$ cat config.mk
export PLATFORM = sky130hd
export DESIGN_NAME = bus_err_logger
export DESIGN_NICKNAME = d
export VERILOG_FILES = /design/src/rtl/bus_err_logger_pkg.sv /design/src/rtl/bus_err_logger_fifo.sv /design/src/rtl/bus_err_logger.sv
export SDC_FILE = /design/constraint.sdc
export NUM_CORES = 1
export LEC_CHECK = 0
export CELL_PAD_IN_SITES_DETAIL_PLACEMENT = 1
export CELL_PAD_IN_SITES_GLOBAL_PLACEMENT = 1
export CORE_AREA = 2 2 158 160
export DETAILED_ROUTE_END_ITERATION = 10
export DIE_AREA = 0 0 160 162
export GPL_TIMING_DRIVEN = 0
export PLACE_DENSITY = 0.75
export SYNTH_ARGS = -nofsm -noshare
export SYNTH_HDL_FRONTEND = slang
export SYNTH_SLANG_ARGS = --single-unit
$ cat constraint.sdc
create_clock -name wb_clk_i -period 11.5 [get_ports wb_clk_i]
set_input_delay 2.3 -clock wb_clk_i [delete_from_list [all_inputs] [get_ports wb_clk_i]]
set_output_delay 2.3 -clock wb_clk_i [all_outputs]
set_load 0.05 [all_outputs]
$ cat src/rtl/bus_err_logger_pkg.sv
// Shared definitions for bus_err_logger: register offsets and the bit
// positions of the LOG_INFO and STATUS read words.
package bus_err_logger_pkg;

  typedef enum logic [3:0] {
    REG_LOG_ADDR    = 4'd0,
    REG_LOG_INFO    = 4'd1,
    REG_LOG_POP     = 4'd2,
    REG_TIMEOUT_CNT = 4'd3,
    REG_MEMV_CNT    = 4'd4,
    REG_IRQ_MASK    = 4'd5,
    REG_STATUS      = 4'd6,
    REG_STATUS_CLR  = 4'd7
  } reg_off_e;

  // LOG_INFO = {zeros, we, id, timeout, memv}
  localparam int unsigned INFO_MEMV_BIT    = 0;
  localparam int unsigned INFO_TIMEOUT_BIT = 1;
  localparam int unsigned INFO_ID_LSB      = 2;

  // STATUS = {zeros, level[6:0], overflow, full, empty}
  localparam int unsigned ST_EMPTY_BIT = 0;
  localparam int unsigned ST_FULL_BIT  = 1;
  localparam int unsigned ST_OVF_BIT   = 2;
  localparam int unsigned ST_LEVEL_LSB = 3;
  localparam int unsigned ST_LEVEL_W   = 7;

endpackage

$ cat src/rtl/bus_err_logger_fifo.sv
// err_log_fifo: first-word-fall-through FIFO holding logged bus errors.
// Ports: clk/rst (sync, active-high), push/din, pop, dout (head, combinational),
// level (0..DEPTH), full, empty.
// Pop on empty is ignored; push on full succeeds only with a same-cycle pop.
module err_log_fifo #(
  parameter int unsigned DEPTH = 8,
  parameter int unsigned WIDTH = 8
) (
  input  logic                     clk,
  input  logic                     rst,
  input  logic                     push,
  input  logic                     pop,
  input  logic [WIDTH-1:0]         din,
  output logic [WIDTH-1:0]         dout,
  output logic [$clog2(DEPTH):0]   level,
  output logic                     full,
  output logic                     empty
);

  localparam int unsigned AW = $clog2(DEPTH);

  logic [WIDTH-1:0] mem_q [DEPTH];
  logic [AW-1:0]    wr_ptr_q, wr_ptr_d;
  logic [AW-1:0]    rd_ptr_q, rd_ptr_d;
  logic [AW:0]      level_q, level_d;
  logic             do_push, do_pop;

  assign empty = (level_q == '0);
  assign full  = (level_q == (AW+1)'(DEPTH));
  assign level = level_q;
  assign dout  = mem_q[rd_ptr_q];

  always_comb begin
    do_pop   = pop & ~empty;
    do_push  = push & (~full | do_pop);
    wr_ptr_d = do_push ? wr_ptr_q + AW'(1) : wr_ptr_q;
    rd_ptr_d = do_pop  ? rd_ptr_q + AW'(1) : rd_ptr_q;
    level_d  = level_q + (AW+1)'(do_push) - (AW+1)'(do_pop);
  end

  always_ff @(posedge clk) begin
    if (rst) begin
      wr_ptr_q <= '0;
      rd_ptr_q <= '0;
      level_q  <= '0;
    end else begin
      wr_ptr_q <= wr_ptr_d;
      rd_ptr_q <= rd_ptr_d;
      level_q  <= level_d;
    end
  end

  // Storage is not reset; only slots below level are ever observed.
  always_ff @(posedge clk) begin
    if (do_push) mem_q[wr_ptr_q] <= din;
  end

endmodule

$ cat src/rtl/bus_err_logger.sv
// bus_err_logger: Wishbone slave that logs arbiter error strobes into a FIFO
// and counts timeout / memory-violation events.
// Ports: wb_* Wishbone slave (single-cycle registered ack), bm_* error strobes
// and attributes of the failing access, irq_o level interrupt.
module bus_err_logger
  import bus_err_logger_pkg::*;
#(
  parameter int unsigned LOG_DEPTH = 8,
  parameter int unsigned ID_W      = 2,
  parameter int unsigned CNT_W     = 16
) (
  input  logic            wb_clk_i,
  input  logic            wb_rst_i,
  input  logic            wb_cyc_i,
  input  logic            wb_stb_i,
  input  logic            wb_we_i,
  input  logic [15:0]     wb_adr_i,
  input  logic [15:0]     wb_dat_i,
  output logic [15:0]     wb_dat_o,
  output logic            wb_ack_o,
  input  logic            bm_memv,
  input  logic            bm_timeout,
  input  logic [ID_W-1:0] bm_wbm_id,
  input  logic [15:0]     bm_addr,
  input  logic            bm_we,
  output logic            irq_o
);

  localparam int unsigned INFO_W = ID_W + 3;
  localparam int unsigned EW     = 16 + INFO_W;
  localparam int unsigned LW     = $clog2(LOG_DEPTH) + 1;

  logic             ack_q, ack_d;
  logic [15:0]      dat_q, dat_d;
  logic             irq_q, irq_d;
  logic             ovf_q, ovf_d;
  logic             mask_q, mask_d;
  logic [CNT_W-1:0] to_cnt_q, to_cnt_d;
  logic [CNT_W-1:0] mv_cnt_q, mv_cnt_d;

  logic             accept, wr;
  logic [3:0]       sel;
  logic             pop, to_clr, mv_clr, ovf_clr, mask_wr;
  logic             ev_push, ovf_set;
  logic [EW-1:0]    entry, head;
  logic [LW-1:0]    level;
  logic             full, empty;
  logic [15:0]      status, rdata;

  logic unused_inputs;
  assign unused_inputs = ^{wb_adr_i[15:4], wb_dat_i[15:1]};

  function automatic logic [CNT_W-1:0] cnt_next(input logic [CNT_W-1:0] c,
                                                input logic clr, input logic inc);
    if (clr)           return inc ? CNT_W'(1) : '0;
    else if (inc && c != '1) return c + CNT_W'(1);
    else               return c;
  endfunction

  assign accept = wb_cyc_i & wb_stb_i & ~ack_q;
  assign wr     = accept & wb_we_i;
  assign sel    = wb_adr_i[3:0];

  always_comb begin
    pop     = wr && (sel == REG_LOG_POP);
    to_clr  = wr && (sel == REG_TIMEOUT_CNT);
    mv_clr  = wr && (sel == REG_MEMV_CNT);
    mask_wr = wr && (sel == REG_IRQ_MASK);
    ovf_clr = wr && (sel == REG_STATUS_CLR);
  end

  assign entry   = {bm_addr, bm_we, bm_wbm_id, bm_timeout, bm_memv};
  assign ev_push = bm_memv | bm_timeout;
  // full implies non-empty, so a same-cycle pop always frees a slot
  assign ovf_set = ev_push & full & ~pop;

  err_log_fifo #(
    .DEPTH (LOG_DEPTH),
    .WIDTH (EW)
  ) u_fifo (
    .clk   (wb_clk_i),
    .rst   (wb_rst_i),
    .push  (ev_push),
    .pop   (pop),
    .din   (entry),
    .dout  (head),
    .level (level),
    .full  (full),
    .empty (empty)
  );

  always_comb begin
    status = '0;
    status[ST_EMPTY_BIT] = empty;
    status[ST_FULL_BIT]  = full;
    status[ST_OVF_BIT]   = ovf_q;
    status[ST_LEVEL_LSB +: LW] = level;
  end

  always_comb begin
    rdata = '0;
    case (sel)
      REG_LOG_ADDR:    if (!empty) rdata = head[EW-1 -: 16];
      REG_LOG_INFO:    if (!empty) rdata[INFO_W-1:0] = head[INFO_W-1:0];
      REG_TIMEOUT_CNT: rdata[CNT_W-1:0] = to_cnt_q;
      REG_MEMV_CNT:    rdata[CNT_W-1:0] = mv_cnt_q;
      REG_IRQ_MASK:    rdata[0] = mask_q;
      REG_STATUS:      rdata = status;
      default:         rdata = '0;
    endcase
  end

  always_comb begin
    ack_d    = accept;
    dat_d    = (accept && !wb_we_i) ? rdata : '0;
    mask_d   = mask_wr ? wb_dat_i[0] : mask_q;
    // a new overflow in the clearing cycle is kept
    ovf_d    = (ovf_q & ~ovf_clr) | ovf_set;
    to_cnt_d = cnt_next(to_cnt_q, to_clr, bm_timeout);
    mv_cnt_d = cnt_next(mv_cnt_q, mv_clr, bm_memv);
    irq_d    = mask_q & (~empty | ovf_q);
  end

  always_ff @(posedge wb_clk_i) begin
    if (wb_rst_i) begin
      ack_q    <= 1'b0;
      dat_q    <= '0;
      irq_q    <= 1'b0;
      ovf_q    <= 1'b0;
      mask_q   <= 1'b0;
      to_cnt_q <= '0;
      mv_cnt_q <= '0;
    end else begin
      ack_q    <= ack_d;
      dat_q    <= dat_d;
      irq_q    <= irq_d;
      ovf_q    <= ovf_d;
      mask_q   <= mask_d;
      to_cnt_q <= to_cnt_d;
      mv_cnt_q <= mv_cnt_d;
    end
  end

  assign wb_ack_o = ack_q;
  assign wb_dat_o = dat_q;
  assign irq_o    = irq_q;

endmodule
== Word-level counts from Yosys, hierarchy flattened ==
Memories as Yosys holds them, arrays and structs flattened. A register that Yosys moved wholly into a read port is not among the register bits.
Index checks and enable logic that the tools add are counted.

* Flip-flop bits (word level): 62
* Memory bits (writable): 168
* Bits of input ports: 58
* Output and inout bits: 18
* Logic and storage cells: 75
* Memories kept: 1

* Add/sub/neg operators: 6
* Eq/ne operators: 10
* Muxes and demuxes: 15
* Bitwise logic cells: 19
* Reductions and logical operators: 14

{| class="wikitable"
|+ Memory list
! memory !! words !! width !! read ports !! clocked after Yosys merged registers in !! wr ports !! RTL line !! RTL
|-
| u_fifo.mem_q || 8 || 21 || 1 || 1 || 1 || bus_err_logger_fifo.sv:22 || <nowiki>logic [WIDTH-1:0] mem_q [DEPTH];</nowiki>
|}

{| class="wikitable"
|+ Operator list
! cell !! number
|-
| 2-to-1 mux 16 bit || 5
|-
| one-hot mux 11 bit (4 select lines) || 1
|-
| adder 16 x 1 -> 16 bit, second input constant || 2
|-
| inequality test 16 bit, second input constant || 2
|-
| one-hot mux 4 bit (5 select lines) || 1
|-
| equality test 4 x 3 -> 1 bit, second input constant || 4
|-
| AND 1 bit || 9
|-
| equality test 4 x 2 -> 1 bit, second input constant || 2
|-
| logical AND 1 bit || 8
|-
| zero test 4 bit || 2
|-
| adder 3 x 1 -> 3 bit, second input constant || 2
|-
| 2-to-1 mux 3 bit || 2
|-
| inverter 1 bit || 6
|-
| one-hot mux 1 bit (6 select lines) || 1
|-
| 2-to-1 mux 5 bit || 1
|-
| adder 4 x 1 -> 4 bit || 1
|-
| equality test 4 x 1 -> 1 bit, second input constant || 1
|-
| equality test 4 bit, second input constant || 1
|-
| 2-to-1 mux 1 bit || 4
|-
| bitwise OR 1 bit || 4
|-
| nonzero test 2 bit || 2
|-
| subtractor 4 x 1 -> 4 bit || 1
|-
| OR reduction 2 bit || 1
|-
| zero test 1 bit || 1
|}

== Depth between registers and ports, before layout ==
Gate-level depths: netlist (run 1).

* Word-level depth: 9
* Gate-level depth with buffers: 12

== Modules after synthesis ==
Synthesis (run 1) repeated with hierarchy kept, for this count alone.

* Cells, all modules: 635
* Area, all modules: 9625.5 um2

{| class="wikitable"
|+ By module, submodules not included
! module !! instances !! cells each !! area an instance (um2) !! sequential area each (um2)
|-
| err_log_fifo || 1 || 336 || 7083.0 || 5305.1
|-
| bus_err_logger || 1 || 299 || 2542.4 || 1041.0
|}

== Worst setup path before layout (run 1) ==
OpenSTA, ideal clock, no wires.

* Kind: input-to-reg
* From: in wb_adr_i[0]
* To: mem u_fifo.mem_q[1][0] in the netlist's numbering, enable pin
* Setup time: 0.461 ns
* Arrival time: 5.379 ns
* Data required time: 11.039 ns
* Setup slack: 5.660 ns
* Stages: 5
* Path buffers: 1
* Cells stage by stage: nor4b_4 > nand3_2 > a21o_1 > buf_4 > nor4b_1

* Cells in the longest elaborated chain, start to end: 7

{| class="wikitable"
|+ Ends and longest elaborated chain
! item !! RTL line !! RTL
|-
| from (decl) || bus_err_logger.sv:17 || <nowiki>input logic [15:0] wb_adr_i,</nowiki>
|-
| equality test 4 x 2 -> 1 bit || bus_err_logger.sv:65 || <nowiki>pop = wr && (sel == REG_LOG_POP);</nowiki>
|-
| logical AND 1 bit || bus_err_logger.sv:65 ||
|-
| AND 1 bit || bus_err_logger_fifo.sv:34 || <nowiki>do_pop = pop & ~empty;</nowiki>
|-
| bitwise OR 1 bit || bus_err_logger_fifo.sv:35 || <nowiki>do_push = push & (~full | do_pop);</nowiki>
|-
| AND 1 bit || bus_err_logger_fifo.sv:35 ||
|-
| 2-to-1 mux 1 bit || bus_err_logger_fifo.sv:55 || <nowiki>if (do_push) mem_q[wr_ptr_q] <= din;</nowiki>
|-
| 2-to-1 mux 1 bit (not written as such) || bus_err_logger_fifo.sv:55 ||
|-
| to (decl) || bus_err_logger_fifo.sv:22 ||
|}

No other way between the ends.

== Worst setup path in the final report (run 1) ==
* From: in wb_adr_i[3]
* To: mem u_fifo.mem_q[5][14] in the netlist's numbering, enable pin

The elaborated chain is that of the path after synthesis.

==> results of run 1 <==
[per-layer routing]
layer / GRT usage / vias up / share of wire
li1: - / 2793 / -
met1: 0.248 / 3086 / 0.42
met2: 0.334 / 145 / 0.51
met3: 0.0314 / 45 / 0.051
met4: 0.0524 / 0 / 0.021
met5: 0 / - / 0
[path summary, 6_finish.rpt]
kind / from / endpoint / depth (start not counted)
worst min register to register: to_cnt_q[14]$_SDFFE_PP0P_ / to_cnt_q[14]$_SDFFE_PP0P_ / 2
worst min-delay path: to_cnt_q[14]$_SDFFE_PP0P_ / to_cnt_q[14]$_SDFFE_PP0P_ / 2
worst max-delay path: wb_adr_i[3] / u_fifo.mem_q[5][14]$_DFFE_PP_ / 9
worst max register to register: u_fifo.level[2]$_SDFF_PP0_ / u_fifo.mem_q[5][14]$_DFFE_PP_ / 10
[Yosys cell counts, drive strengths merged (4+ instances only)]
cell type    n  area share
nor4b        9       0.011
a2111o       4      0.0046
o21ai       11      0.0056
edfxtp     168        0.51
nor4         5      0.0032
xor2         4      0.0036
and3         6      0.0038
mux2i       26       0.026
inv         16      0.0061
a31oi        4      0.0025
nand2       41       0.016
mux4        43       0.099
and4         7      0.0062
nor2        17      0.0065
o31ai        5      0.0038
o22ai        9      0.0057
a21o         4      0.0031
o221ai       4      0.0036
or4          6      0.0046
nand2b      13      0.0083
ha           9       0.011
or3          5      0.0032
a211oi       4      0.0031
nand4        9      0.0057
nand3       17      0.0092
a21oi       31       0.017
buf         33       0.019
a22oi        9      0.0069
a22o         4      0.0036
nor3         6      0.0031
dfxtp       65        0.13
clkbuf       6      0.0023
mux2         9       0.010
[placed cells by master, fill, tap and decap left out, types with 4 or more instances in the layout]
master           count
edfxtp_1           168
dfxtp_1             65
clkdlybuf4s50_1     48
mux4_2              42
nand2_1             41
a21oi_1             29
mux2i_1             26
clkbuf_16           25
buf_2               20
nor2_1              17
nand3_1             16
inv_1               15
buf_6               15
buf_4               14
clkbuf_1            13
nand2b_1            13
nand4_1              9
o21ai_0              9
a22oi_1              9
o22ai_1              9
ha_1                 9
mux2_2               8
and4_1               7
and3_1               6
or4_1                6
buf_1                5
or3_1                5
o31ai_1              5
a21o_1               4
a2111o_1             4
nor3_1               4
a211oi_1             4
a31oi_1              4
xor2_1               4
a22o_1               4
o221ai_1             4
clkinv_1             4
[worst min-delay path, delay by kind of cell (launching register included)]
family          cells  cell delay [ns]
compound gates      2             0.13
flops               1             0.33
[flip-flops by register name, indices dropped and copies added, names as in the netlist, named ones only]
register	flops
ovf_q	1
irq_o	1
u_fifo.level	4
mv_cnt_q	16
mask_q	1
u_fifo.mem_q	168
u_fifo.wr_ptr_q	3
to_cnt_q	16
wb_dat_o	16
u_fifo.rd_ptr_q	3
wb_ack_o	1
[kinds of logic (layout without fill, tap and decap cells)]
kind of cell             after synthesis  after routing  synth area share
AO/OA/AOI/OAI                        108            108            0.0769
buffers and inverters                 55            170            0.0273
adder cells (fa/ha/maj)               10             10            0.0135
multiplexers                          78             78             0.136
flip-flops                           233            233             0.645
AND/OR/NAND/NOR                      160            160            0.0966
XOR/XNOR                               6              6           0.00534
[metrics by stage]
stage | setup slack, ns | hold WS (ns) | power (uW) | instances | utilization
3_3_place_gp | 2.57 | 0.468 | 1260 | 1022 | 0.445
2_1_floorplan | 5.66 | 0.445 | 1170 | 650 | -
3_5_place_dp | 5.83 | 0.500 | 1300 | 1044 | 0.456
4_1_cts | 6.35 | 0.512 | 2060 | 1089 | 0.488
6_report | 6.38 | 0.511 | 2040 | 1089 | 0.488
5_1_grt | 6.16 | 0.528 | 2120 | 1089 | 0.488
[area by class of cell]
type / count / area share
clock buffers: 32 / 0.0554
inverters: 16 / 0.00510
clock inverters: 13 / 0.0103
plain buffers: 39 / 0.0177
multi-input cells: 362 / 0.279
well taps: 324 / 0.0344
repair buffers: 70 / 0.0596
flip-flops and latches: 233 / 0.539
[power by group through the flow]
| stage | Clock, uW | Combinational, uW | Sequential (uW) |
|---|---|---|---|
| floorplan | 0 | 151 | 1020 |
| global placement | 0 | 223 | 1030 |
| detailed placement | 0 | 267 | 1030 |
| CTS | 777 | 268 | 1020 |
| global route | 809 | 290 | 1020 |
| finish | 760 | 264 | 1020 |
==> impl_metrics.py, run 1 <==
metrics = {
    "clock_tree": {
        "cts_resized": 0,
        "cts_buffers": 25,
        "cts_root_buffer": "clkbuf_16",
        "cts.sinks": 233,
        "path_clk_slew_ns": 0.06,
        "cts_buffer_depth": 3,
        "holdBufCountCts": 0,
        "h-tree-depth": 1,
        "clk_latency_ns": 0.52,
        "postCtsSetupRepairBufs": 0,
        "cts_tree": "yes",
    },
    "sta": {
        "period_minus_slack_ns": 5.12,
        "timing.final.crit_share": 0.446,
        "worstMarginPinSlew_ns": 1.02,
        "setup_viol": 0,
        "fin_tns_setup_ns": 0,
        "rsz0062_at_grt": "no",
        "relSlewSlack": 0.315,
        "final_max_slew_viol_count": 0,
        "clock_skew_ns": 0.0125,
        "max_freq_mhz": 195,
        "finalHoldViolCount": 0,
    },
    "setup_path": {
        "crit_type": "in -> reg",
        "cpMostUsedCell": "buf_4",
        "cp-start-kind": "input pin",
        "cp_data_arrival_time_ns": 5.34,
        "slowest_stage": "nor4b_2",
        "rrSetupSlack_ns": 8.34,
        "max_stage_delay_ns": 0.70,
        "crit_family": "buffers and inverters",
        "crit_required_ns": 11.72,
        "cp.buffers_inverters": 5,
        "cp-end-kind": "flop",
        "crit_fanout": 9,
        "crit_chain": "clkdlybuf4s50_1 -> nor4b_4 -> nand3_2 -> a21o_1 -> buf_4 -> nor4b_2 -> buf_6 -> buf_4 -> buf_4",
    },
    "power_and_ir_drop": {
        "p_int_uw": 1540,
        "p_leak_uw": 0.00379,
        "clockPowerShare": 0.373,
        "seqPwrFrac": 0.498,
        "max-vdd-ir-drop_mv": 0.141,
        "power_switching_share": 0.243,
        "p_sw_uw": 496,
        "powerDensity_nw_per_um2": 173,
        "combPwrFrac": 0.129,
    },
    "die": {
        "num_rows": 57,
        "start_util": 0.408,
        "dieWidth_um": 160,
        "die_area_um2": 25900,
        "core_area_um2": 24100,
        "die_h_um": 162,
        "io_pins": 76,
    },
    "global_routing": {
        "grt_pass1_wl_um": 38300,
        "grt_max_degree": 17,
        "antenna_found_initial": 0,
        "grt_pass1_vias": 6626,
        "gr-usage-all-layers": 0.191,
        "overflow": 0,
    },
    "yosys": {
        "synth_edf_count": 168,
        "async_flop_share": 0,
        "synth-seq-cells": 233,
        "syn-instance-count": 650,
        "syn_area_um2": 9840,
        "syn_nets": 718,
        "synth_ff_type": "edfxtp_1",
        "ys_seq_area_frac": 0.645,
        "ys_warn_count": 0,
        "syn_area_per_cell_um2": 15.1,
        "synth_cell_types": 72,
    },
    "placement": {
        "post_dp_cell_area_um2": 11000,
        "place_congestion": 0.841,
        "hpwl_um": 17600,
        "port_buffers": 48,
    },
    "cells_and_area": {
        "n_antenna_cell": 0,
        "multi_input_area_um2": 3280,
        "area_growth_syn_to_layout_pct": 19.6,
        "fin_nets": 815,
        "regArea_um2": 6350,
        "fin_area_um2": 11800,
        "drive_gt1_frac": 0.199,
        "fillers": 2416,
    },
    "routing": {
        "final_antenna_net_count": 0,
        "drc": 0,
        "via_count": 6069,
        "drt_first_iter_violations": 534,
        "drt-total-wl_um": 24300,
        "firstDrtPassIters": 4,
        "wl_per_cell_um": 22.3,
        "vias_per_cell": 5.57,
    },
    "hold_path": {
        "hp-class": "reg -> reg",
    },
    "status": {
        "outcome": "finished clean",
    },
    "flow_run": {
        "drv_cap": 0,
    },
}
(Power assumes the default switching activity.)
==> inputs of run 2 (changes only) <==
- PLACE_DENSITY: 0.75 -> 0.77
- clock period: 11.5 -> 4.1 ns (I/O delays scaled with it)
==> run 2 against run 1 <==
  * Clock power grew to 2.9 times the previous value
  * Sequential cell count stayed put
  * Total power grew to 2.8 times the previous value
==> impl_metrics.py, run 2 (same netlist as run 1, synthesis figures left out) <==
metrics = {
    "clock_tree": {
        "path_clk_slew_ns": 0.06,
        "cts_buffers": 25,
        "cts_resized": 0,
        "clk_latency_ns": 0.52,
        "cts_tree": "yes",
        "postCtsSetupRepairBufs": 0,
        "h-tree-depth": 1,
        "cts.sinks": 233,
        "cts_buffer_depth": 3,
        "holdBufCountCts": 0,
        "cts_root_buffer": "clkbuf_16",
    },
    "sta": {
        "max_freq_mhz": 290,
        "final_max_slew_viol_count": 0,
        "relSlewSlack": 0.320,
        "worstMarginPinSlew_ns": 1.01,
        "setup_ws_ns": 0.649,
        "timing.final.crit_share": 0.842,
        "setup_viol": 0,
        "fin_tns_setup_ns": 0,
        "rsz0062_at_grt": "no",
        "finalHoldViolCount": 0,
        "clock_skew_ns": 0.00956,
        "period_minus_slack_ns": 3.45,
    },
    "die": {
        "core_area_um2": 24100,
        "io_pins": 76,
        "dieWidth_um": 160,
        "die_h_um": 162,
        "die_area_um2": 25900,
        "start_util": 0.408,
        "num_rows": 57,
    },
    "routing": {
        "vias_per_cell": 5.66,
        "drt_first_iter_violations": 460,
        "final_antenna_net_count": 0,
        "drt-total-wl_um": 24800,
        "firstDrtPassIters": 5,
        "wl_per_cell_um": 22.7,
        "via_count": 6182,
        "drc": 0,
    },
    "placement": {
        "dp_worst_setup_slack_ns": 0.0899,
        "port_buffers": 48,
        "hpwl_um": 18100,
        "place_congestion": 0.842,
        "dp_cells": 1047,
    },
    "power_and_ir_drop": {
        "max-vdd-ir-drop_mv": 0.410,
        "p_leak_uw": 0.00383,
        "powerDensity_nw_per_um2": 491,
    },
    "setup_path": {
        "crit_family": "buffers and inverters",
        "cpMostUsedCell": "buf_4",
        "crit_required_ns": 4.33,
        "cp-start-kind": "input pin",
        "crit_chain": "clkdlybuf4s50_1 -> nor4b_4 -> nand3_2 -> a21o_1 -> buf_4 -> nor4b_2 -> buf_4 -> buf_4 -> buf_4",
        "crit_type": "in -> reg",
        "max_stage_delay_ns": 0.59,
        "cp-end-kind": "flop",
        "cp_data_arrival_time_ns": 3.68,
        "slowest_stage": "clkdlybuf4s50_1",
        "cp.buffers_inverters": 5,
        "crit_fanout": 9,
    },
    "cells_and_area": {
        "final_common_cell": "edfxtp_1",
        "fin_nets": 818,
        "largest_reg_flops": 168,
        "final_cell_count_no_fill": 1093,
        "area_growth_syn_to_layout_pct": 20.1,
        "fillers": 2403,
        "regArea_um2": 6350,
        "n_antenna_cell": 0,
        "regMostFlops": "u_fifo.mem_q",
        "drive_gt1_frac": 0.207,
        "final_cell_mix": "edfxtp_1 (168), dfxtp_1 (65), clkdlybuf4s50_1 (48), mux4_2 (42), nand2_1 (41)",
        "multi_input_area_um2": 3280,
    },
    "global_routing": {
        "grt.busiest_layer": "met2",
        "grt_pass1_wl_um": 38900,
        "grt_pass1_vias": 6617,
        "gr-usage-all-layers": 0.194,
        "grt_max_degree": 17,
        "antenna_found_initial": 0,
        "use_met3": 0.0329,
        "overflow": 0,
        "grt_use_met2": 0.339,
        "met1_usage": 0.252,
    },
    "status": {
        "outcome": "finished clean",
    },
    "hold_path": {
        "hp-class": "reg -> reg",
    },
    "flow_run": {
        "drv_cap": 0,
    },
}
[run 2: worst paths after layout]
check                                  start                       endpoint  slack [ns]  cells after the start
setup / recovery                 wb_adr_i[3]  u_fifo.mem_q[5][14]$_DFFE_PP_        0.65                      9
hold reg to reg             ovf_q$_SDFF_PP0_               ovf_q$_SDFF_PP0_        0.50                      2
hold / removal              ovf_q$_SDFF_PP0_               ovf_q$_SDFF_PP0_        0.50                      2
setup reg to reg  u_fifo.level[2]$_SDFF_PP0_  u_fifo.mem_q[5][14]$_DFFE_PP_        1.12                     10
[run 2: per-layer routing]
layer	share of wire	vias to the layer above	routed length [um]
li1	-	2799	-
met2	0.51	159	12500
met4	0.022	0	550
met3	0.046	34	1140
met5	0	-	0
met1	0.43	3190	10600
[run 2: power breakdown]
part	total, uW	leakage [uW]	switching [uW]	internal (uW)
sequential	2850	0.00206	91.6	2760
clock	2190	0.000390	896	1290
combinational	761	0.00139	432	330
[run 2: per-stage QoR]
step / utilization / cell area [um2] / hold slack, ns / total power (uW)
4_1_cts: 0.490 / 11800 / 0.499 / 5860
2_1_floorplan: - / 9840 / 0.445 / 3290
6_report: 0.490 / 11800 / 0.501 / 5800
3_3_place_gp: 0.445 / 10700 / 0.474 / 3520
3_5_place_dp: 0.457 / 11000 / 0.492 / 3660
5_1_grt: 0.490 / 11800 / 0.526 / 6030
[run 2: final cells by class]
cell class | count | share of cell area
buffer | 39 | 0.0177
clock buffer | 33 | 0.0572
clock inverter | 13 | 0.0109
inverter | 16 | 0.00508
multi-input combinational | 362 | 0.277
sequential | 233 | 0.537
tap | 324 | 0.0343
timing repair buffer | 73 | 0.0606
[run 2: tightest hold or removal path, stage by stage, from the launching register on]
cell and delay (ns):
dfxtp_1 0.34, nand2_1 0.07, a21oi_1 0.05
==> inputs of run 3 (changes only) <==
- clock period: 4.1 -> 2.9 ns (I/O delays scaled with it)
==> run 3 against run 2 <==
  * Setup slack got worse by 0.53 ns
  * Combinational power is 51% higher
  * Clock power up 44%
  * Sequential power is 42% higher
  * Largest power group unchanged
  * Design area rose by 1.1%
  * Cell count increased by 0.27%
  * Worst hold slack got worse by 0.0045 ns
  * Sequential cell count unchanged
  * Critical path depth shrank 1
  * Clock skew is 0.019 ns higher
  * First-iteration DRC count increased by 48%
  * Critical endpoint is now u_fifo.mem_q[6][4]$_DFFE_PP_
  * Die area unchanged
  * Largest cell class unchanged
==> impl_metrics.py, run 3 (same netlist as run 1, synthesis figures left out) <==
metrics = {
    "sta": {
        "final_max_slew_viol_count": 0,
        "finalHoldViolCount": 0,
        "timing.final.crit_share": 0.960,
        "setup_ws_ns": 0.116,
        "relSlewSlack": 0.345,
        "max_freq_mhz": 359,
        "holdWs_ns": 0.497,
        "period_minus_slack_ns": 2.78,
        "clock_skew_ns": 0.0288,
        "rsz0062_at_grt": "no",
        "worstMarginPinSlew_ns": 0.980,
        "setup_viol": 0,
    },
    "setup_path": {
        "crit_type": "in -> reg",
        "ff2ff_path_depth": 9,
        "cp_data_arrival_time_ns": 2.99,
        "worstSetupEndpoint": "u_fifo.mem_q[6][4]$_DFFE_PP_",
        "cp-end-kind": "flop",
        "cp-start-kind": "input pin",
        "critPathLaunch": "wb_adr_i[1]",
        "crit_required_ns": 3.11,
        "rrSetupSlack_ns": 0.25,
        "crit_fanout": 11,
        "timing.rr.end": "u_fifo.mem_q[6][4]$_DFFE_PP_",
        "r2r_start": "u_fifo.level[2]$_SDFF_PP0_",
    },
    "power_and_ir_drop": {
        "p_sw_uw": 2080,
        "p_int_uw": 6270,
        "combPwrFrac": 0.137,
        "powerDensity_nw_per_um2": 699,
        "seqPwrFrac": 0.484,
        "total_power_uw": 8350,
        "p_leak_uw": 0.00387,
        "power_switching_share": 0.249,
        "clockPowerShare": 0.379,
        "max-vdd-ir-drop_mv": 0.498,
    },
    "clock_tree": {
        "cts_root_buffer": "clkbuf_16",
        "holdBufCountCts": 0,
        "cts_buffers": 25,
        "cts.sinks": 233,
        "clk_latency_ns": 0.52,
        "cts_buffer_depth": 3,
        "h-tree-depth": 1,
        "cts_tree": "yes",
        "path_clk_slew_ns": 0.06,
    },
    "die": {
        "start_util": 0.408,
        "io_pins": 76,
        "core_area_um2": 24100,
        "die_h_um": 162,
        "die_area_um2": 25900,
        "dieWidth_um": 160,
        "num_rows": 57,
    },
    "cells_and_area": {
        "regMostFlops": "u_fifo.mem_q",
        "n_antenna_cell": 0,
        "fin_nets": 822,
        "post-route-util": 0.496,
        "fillers": 2378,
        "fin_area_um2": 12000,
        "drive_gt1_frac": 0.214,
        "final_cell_mix": "edfxtp_1 (168), dfxtp_1 (65), clkdlybuf4s50_1 (48), mux4_2 (42), nand2_1 (41)",
        "largest_reg_flops": 168,
        "area_growth_syn_to_layout_pct": 21.5,
        "final_common_cell": "edfxtp_1",
    },
    "placement": {
        "place_congestion": 0.845,
        "dp_worst_setup_slack_ns": -0.893,
        "post_dp_cell_area_um2": 11000,
        "hpwl_um": 17200,
        "port_buffers": 48,
    },
    "global_routing": {
        "overflow": 0,
        "grt_pass1_wl_um": 38900,
        "grt_max_degree": 17,
        "antenna_found_initial": 0,
        "gr-usage-all-layers": 0.194,
        "grt_pass1_vias": 6686,
    },
    "routing": {
        "drt-total-wl_um": 25100,
        "firstDrtPassIters": 4,
        "drt_first_iter_violations": 683,
        "wl_per_cell_um": 22.9,
        "via_count": 6296,
        "drc": 0,
        "final_antenna_net_count": 0,
        "vias_per_cell": 5.74,
    },
    "hold_path": {
        "hp-class": "reg -> reg",
    },
    "flow_run": {
        "drv_cap": 0,
    },
    "status": {
        "outcome": "finished clean",
    },
}
## run 3: cell types whose count changed in the layout (fill, tap and decap cells not counted), sizes merged
cell	delta
buf	+4
clkinvlp	+4
clkbuf	-6
bufinv	+1
## run 3: metal layers
layer / up-vias / wire length [um] / part of all wire / track usage
met1: 3278 / 10800 / 0.43 / 0.255
met2: 167 / 12600 / 0.50 / 0.336
met4: 0 / 645 / 0.026 / 0.0602
li1: 2807 / - / - / -
met3: 44 / 1020 / 0.041 / 0.0266
met5: - / 0 / 0 / 0
## run 3: critical path, stage by stage
cell and delay [ns]:
clkdlybuf4s50_1 0.65, nor4b_4 0.30, nand3_2 0.20, a21o_1 0.22
buf_4 0.21, nor4b_4 0.40, buf_6 0.22, buf_8 0.18
## run 3: worst min path at each step
stage	from	end	cells after the start
finish	wb_ack_o$_SDFF_PP0_	wb_ack_o$_SDFF_PP0_	1
CTS	ovf_q$_SDFF_PP0_	ovf_q$_SDFF_PP0_	2
floorplan	ovf_q$_SDFF_PP0_	ovf_q$_SDFF_PP0_	2
global placement	wb_ack_o$_SDFF_PP0_	wb_ack_o$_SDFF_PP0_	1
global route	ovf_q$_SDFF_PP0_	ovf_q$_SDFF_PP0_	2
detailed placement	ovf_q$_SDFF_PP0_	ovf_q$_SDFF_PP0_	2
## run 3: timing repair
action | CTS | global route
setup buffers | 11 | 3
pin swaps | 8 | 1
setup endpoints to repair | 97 | 48
gates cloned | 0 | 0
gates resized for setup | 2 | 0
## run 3: layout make-up
| type | count | area [um2] | share of cell area |
|---|---|---|---|
| Buffer | 39 | 209 | 0.0175 |
| Clock buffer | 27 | 633 | 0.0530 |
| Clock inverter | 18 | 184 | 0.0154 |
| Inverter | 16 | 60.1 | 0.00502 |
| Multi-Input combinational cell | 362 | 3330 | 0.278 |
| Sequential cell | 233 | 6350 | 0.531 |
| Tap cell | 324 | 405 | 0.0339 |
| Timing Repair Buffer | 77 | 790 | 0.0660 |
## run 3: metrics by stage
stage | cells | setup TNS, ns
after global placement | 1022 | -392.91
after global routing | 1096 | 0
final | 1096 | 0
after CTS | 1093 | 0
after floorplan | 650 | -43.91
after detailed placement | 1037 | -95.34
## run 3: power groups by stage
stage / sequential (uW) / combinational [uW] / clock, uW
2_1_floorplan: 4060 / 608 / 0
3_3_place_gp: 4090 / 902 / 0
3_5_place_dp: 4110 / 1080 / 0
4_1_cts: 4040 / 1120 / 3230
5_1_grt: 4070 / 1230 / 3330
6_report: 4050 / 1150 / 3160
